File: config.mk
export PLATFORM = sky130hd
export DESIGN_NAME = alu_muldiv_seq
export DESIGN_NICKNAME = d
export VERILOG_FILES = /design/src/rtl/alu_muldiv_seq.sv
export SDC_FILE = /design/constraint.sdc
export NUM_CORES = 1
export LEC_CHECK = 0
export CORE_UTILIZATION = 30
export CTS_CLUSTER_DIAMETER = 150
export CTS_CLUSTER_SIZE = 10
export DETAILED_ROUTE_END_ITERATION = 6
export GPL_ROUTABILITY_DRIVEN = 0
export RECOVER_POWER = 25
export SYNTH_ARGS = -nofsm -noshare
export SYNTH_HDL_FRONTEND = slang
export SYNTH_SLANG_ARGS = --single-unit
File: constraint.sdc
create_clock -name clk -period 2.9 [get_ports clk]
set_input_delay 0.725 -clock clk [delete_from_list [all_inputs] [get_ports clk]]
set_output_delay 0.725 -clock clk [all_outputs]
set_load 0.02 [all_outputs]
File: src/rtl/alu_muldiv_seq.sv
// alu_muldiv_seq: multi-cycle MUL/DIVU/REMU sequencer borrowing the shared ALU (ports: clk, rst, start, op, opa, opb -> busy, done, result; alu_own/alu_a/alu_b/alu_sel out, alu_out in)
module alu_muldiv_seq #(
  parameter int WIDTH_DATA_LENGTH   = 32,
  parameter int WIDTH_ALUSEL_LENGTH = 4
) (
  input  logic                           clk,
  input  logic                           rst,
  input  logic                           start,
  input  logic [1:0]                     op,
  input  logic [WIDTH_DATA_LENGTH-1:0]   opa,
  input  logic [WIDTH_DATA_LENGTH-1:0]   opb,
  output logic                           busy,
  output logic                           done,
  output logic [WIDTH_DATA_LENGTH-1:0]   result,
  output logic                           alu_own,
  output logic [WIDTH_DATA_LENGTH-1:0]   alu_a,
  output logic [WIDTH_DATA_LENGTH-1:0]   alu_b,
  output logic [WIDTH_ALUSEL_LENGTH-1:0] alu_sel,
  input  logic [WIDTH_DATA_LENGTH-1:0]   alu_out
);
  localparam int W  = WIDTH_DATA_LENGTH;
  localparam int SW = WIDTH_ALUSEL_LENGTH;
  localparam int CW = $clog2(W);
  localparam logic [SW-1:0] SEL_ADD  = SW'(4'b0000);
  localparam logic [SW-1:0] SEL_SUB  = SW'(4'b0001);
  localparam logic [SW-1:0] SEL_SLTU = SW'(4'b0100);
  localparam logic [SW-1:0] SEL_A    = SW'(4'b1110);
  typedef enum logic [2:0] {S_IDLE, S_MUL, S_DCMP, S_DSUB, S_DONE} state_t;
  state_t        state_q, state_d;
  logic [1:0]    op_q, op_d;
  logic [CW-1:0] cnt_q, cnt_d;
  logic          lt_q, lt_d;
  logic [W-1:0]  acc_q, acc_d, mc_q, mc_d, mp_q, mp_d;
  logic [W-1:0]  rem_q, rem_d, quo_q, quo_d, div_q, div_d;
  logic [W-1:0]  res_q, res_d;
  logic [W-1:0]  rs, quo_bit;
  logic          last;
  assign rs      = {rem_q[W-2:0], quo_q[W-1]};
  assign quo_bit = {quo_q[W-1:1], ~lt_q};
  assign last    = cnt_q == CW'(W - 1);
  assign busy    = state_q != S_IDLE;
  assign done    = state_q == S_DONE;
  assign result  = res_q;
  always_ff @(posedge clk) begin
    if (rst) begin
      state_q <= S_IDLE;
      op_q    <= '0;
      cnt_q   <= '0;
      lt_q    <= 1'b0;
      acc_q   <= '0;
      mc_q    <= '0;
      mp_q    <= '0;
      rem_q   <= '0;
      quo_q   <= '0;
      div_q   <= '0;
      res_q   <= '0;
    end else begin
      state_q <= state_d;
      op_q    <= op_d;
      cnt_q   <= cnt_d;
      lt_q    <= lt_d;
      acc_q   <= acc_d;
      mc_q    <= mc_d;
      mp_q    <= mp_d;
      rem_q   <= rem_d;
      quo_q   <= quo_d;
      div_q   <= div_d;
      res_q   <= res_d;
    end
  end
  always_comb begin
    state_d = state_q;
    op_d    = op_q;
    cnt_d   = cnt_q;
    lt_d    = lt_q;
    acc_d   = acc_q;
    mc_d    = mc_q;
    mp_d    = mp_q;
    rem_d   = rem_q;
    quo_d   = quo_q;
    div_d   = div_q;
    res_d   = res_q;
    alu_own = 1'b0;
    alu_a   = '0;
    alu_b   = '0;
    alu_sel = SEL_ADD;
    case (state_q)
      S_IDLE: if (start) begin
        op_d  = op;
        cnt_d = '0;
        case (op)
          2'b00: begin
            acc_d   = '0;
            mc_d    = opa;
            mp_d    = opb;
            state_d = S_MUL;
          end
          2'b01, 2'b10: begin
            rem_d   = '0;
            quo_d   = opa;
            div_d   = opb;
            res_d   = op == 2'b01 ? '1 : opa;
            state_d = opb == '0 ? S_DONE : S_DCMP;
          end
          default: begin
            res_d   = '0;
            state_d = S_DONE;
          end
        endcase
      end
      S_MUL: begin
        alu_own = 1'b1;
        alu_a   = acc_q;
        alu_b   = mc_q;
        alu_sel = mp_q[0] ? SEL_ADD : SEL_A;
        acc_d   = alu_out;
        mc_d    = mc_q << 1;
        mp_d    = mp_q >> 1;
        cnt_d   = cnt_q + 1'b1;
        res_d   = last ? alu_out : res_q;
        state_d = last ? S_DONE : S_MUL;
      end
      S_DCMP: begin
        alu_own = 1'b1;
        alu_a   = rs;
        alu_b   = div_q;
        alu_sel = SEL_SLTU;
        rem_d   = rs;
        lt_d    = alu_out[0];
        quo_d   = quo_q << 1;
        state_d = S_DSUB;
      end
      S_DSUB: begin
        alu_own = 1'b1;
        alu_a   = rem_q;
        alu_b   = div_q;
        alu_sel = lt_q ? SEL_A : SEL_SUB;
        rem_d   = alu_out;
        quo_d   = quo_bit;
        cnt_d   = cnt_q + 1'b1;
        res_d   = last ? (op_q == 2'b01 ? quo_bit : alu_out) : res_q;
        state_d = last ? S_DONE : S_DCMP;
      end
      S_DONE: state_d = S_IDLE;
      default: state_d = S_IDLE;
    endcase
  end
endmodule

==> results.tsv <==
metric	value	unit
actual slew at the worst max-slew pin	1.76	ns
Final Cycle Share	98.1	%
failing checks	max-capacitance violations, max-slew violations	
ys async rst share	0	%
port bufs	203	
DR vias	11105	
post-route ant nets	0	
Die Y	198	um
drt first pass iters	5	
Max FO, Critical Path	58	
grt total ovfl	0	
die area	39100	sq um
DRC errors left	0	
GRT Max-Usage Layer	met2	
wire per inst	17.9	um
initial antenna violation count	3	
CTS tree	yes	
initial detailed-routing violation count	955	
combinational share of power	24.7	%
CTS max path bufs	3	
first-pass GRT wire length	59.0	mm
largest net degree at the start of global routing	101	
Clock power frac	33.0	%
Tightest Hold Check Type	register to register	
Final HPWL DP	26.2	mm
CTS Hold Bufs	0	
met3 GRT Util	3.01	%
area grow syn2layout	28.5	%
commonest non-fill, non-tap cell in the layout	nor2_1	
drt total wl	38.3	mm
Lkg Pwr	0.00570	uW
Core ar.	37700	sq um
cell count after synthesis	1495	
CTS clock-pin slew for the worst setup and hold paths	0.06	ns
pwr dens	605	nW/um^2
register bit total from synthesis	235	
Setup-failing EPs final	0	
register area	4710	sq um
slowest stage delay, CP	0.41	ns
Critical Setup Path Class	register to output port	
vias in the first global route	10141	
Placed Cells	2113	
Crit path max-delay family	buffers and inverters	
CP bufs+invs	2	
TritonCTS Buffers	27	
CTS Sinks	235	
Non-Filler Instances	2146	
finished layout cell area	14800	sq um
synth unique cells	41	
Max Clock Freq	0.352	GHz
Yosys warnings	0	
Core Rows	71	
Required @ worst endpoint	2.17	ns
CP Cell Sequence	buf_16 -> mux2i_1 -> nor2_1 -> a31oi_1 -> nor2_1 -> dlygate4sd2_1	
Sequential Power Share	42.2	%
commonest non-fill, non-tap cells in the layout	335 x nor2_1, 262 x nand2_1, 233 x dfxtp_1	
CP Launch Type	register	
sw frac	31.5	%
Mapped Area	11500	sq um
RSZ-0062 raised after global routing	yes	
sequential fraction of the synthesis area	40.9	%
Worst-Skew Late Latency	0.54	ns
# IOs	204	
Slowest-stage cell, CP	dfxtp_4	
Max-Cap Viols	1	
H-tree Lvls	1	
Avg Cell Area, Syn	7.69	sq um
Most used DFF post-synth	dfxtp_1	
Critical Path Sink Type	output port	
setup_tns	0	ns
Total GRT Usage	19.1	%
Arr. time, crit path	2.12	ns
Cell Int Power	6120	uW
Setup Skew	0.0249	ns
top post-synthesis cells by area	dfxtp_1 41%, nor2_1 11%, nand2_1 8.6%, mux2i_1 8.1%, a21oi_1 4.7%	
leading area contributor after synthesis	dfxtp_1	
Initial Utilization	30.5	%
placed cell area	14200	sq um
multi-input logic area	6200	sq um
Post-synth EDFFs	0	
Final Net Count	1739	
final worst path period need	2.84	ns
VDD IR max	442	uV
status	finished with violations	
met1 GRT Util	25.3	%
met2 usage	32.3	%
Synth top area share	40.9	%
Slew Limit Headroom	-17.5	%
Core Util, Final	39.2	%
Synthesized Nets	1601	
Net Switching	2810	uW
Die Wd	198	um
layout cells sized above 1	8.14	%
routed vias/inst	5.17	
Hold Vio Cnt, Final	0	
Clk Tree Root Cell	clkbuf_16	
most used cell, CP	nor2_1	
overall power	8930	uW
Filler cells	3922	
Max Slew Vio Count	98	
-- metal layers --
metal	routed length, um	up-vias
li1	-	5463
met1	17000	5274
met2	18300	308
met3	2240	54
met4	730	6
met5	44	-
-- synth_stat cells, drive strengths merged (8+ instances only) --
cell type    n
buf         47
mux2i       93
nor4         8
dfxtp      235
nor3b       32
a21oi      111
a31oi       32
nand2      263
a22oi       31
o221a       27
nor3        30
clkbuf      94
a211oi      34
nor2       337
nand3        8
a311oi      67
-- logic make-up (layout without fill, tap and decap cells) --
group / after synthesis / count (layout) / synth area share [%]
and+or+nand+nor: 699 / 699 / 25.2
DFF: 235 / 235 / 40.9
AOI/OAI and AO/OA: 316 / 316 / 19.9
adders and majority gates: 5 / 5 / 0.544
other: 0 / 1 / 0
buffers and inverters: 147 / 286 / 5.29
muxes: 93 / 93 / 8.10
-- repair_timing --
action	in CTS	in global routing
cloned	1	0
hold endpoints to repair	0	0
resized for setup	70	38
endpoints found under the setup margin	67	23
buffers inserted	1	0
-- power groups by stage --
stage | logic (uW) | clock network [uW] | registers (uW)
after floorplan | 1330 | 0 | 3840
after global placement | 2220 | 0 | 3820
after detailed placement | 2260 | 0 | 3830
after CTS | 2260 | 3040 | 3770
after global routing | 2420 | 3160 | 3800
final | 2210 | 2950 | 3770
-- registers in the layout, indices dropped and copies added, names as in the netlist --
name / cells
mp_q: 32
rem_q: 32
cnt_q: 5
op_q: 2
quo_q: 32
result: 32
state_q: 3
lt_q: 1
div_q: 32
acc_q: 32
mc_q: 32
-- per-stage QoR --
step                      hold slack [ns]  setup slack [ns]
after floorplan                     0.429             0.422
after global placement              0.441          -0.00595
after detailed placement            0.447           -0.0514
after CTS                           0.455            -0.176
after global routing                0.472           -0.0746
final                               0.454            0.0554
-- area by class of cell --
type | count | area share (%)
Antenna cell | 1 | 0.0169
Clock buffer | 28 | 4.60
Clock inverter | 2 | 0.110
Inverter | 6 | 0.153
Multi-Input combinational cell | 1113 | 42.0
Sequential cell | 235 | 31.9
Tap cell | 511 | 4.33
Timing Repair Buffer | 250 | 16.9
-- path summary, 6_finish.rpt --
check / from / endpoint / slack (ns) / depth (start not counted)
worst max-delay path: state_q[0]$_SDFFE_PP0N_ / alu_a[12] / 0.06 / 6
worst min-delay path: div_q[15]$_SDFFE_PP0P_ / div_q[15]$_SDFFE_PP0P_ / 0.45 / 2
worst max register to register: state_q[2]$_SDFFE_PP0N_ / quo_q[12]$_SDFFE_PP0P_ / 0.21 / 5
worst min register to register: div_q[15]$_SDFFE_PP0P_ / div_q[15]$_SDFFE_PP0P_ / 0.45 / 2
-- tightest hold or removal path: stages, from the launching register on --
cell,delay [ns]
dfxtp_1,0.31
nand2_1,0.05
a21oi_1,0.05
No activity file was read; power rests on OpenSTA's default activity.
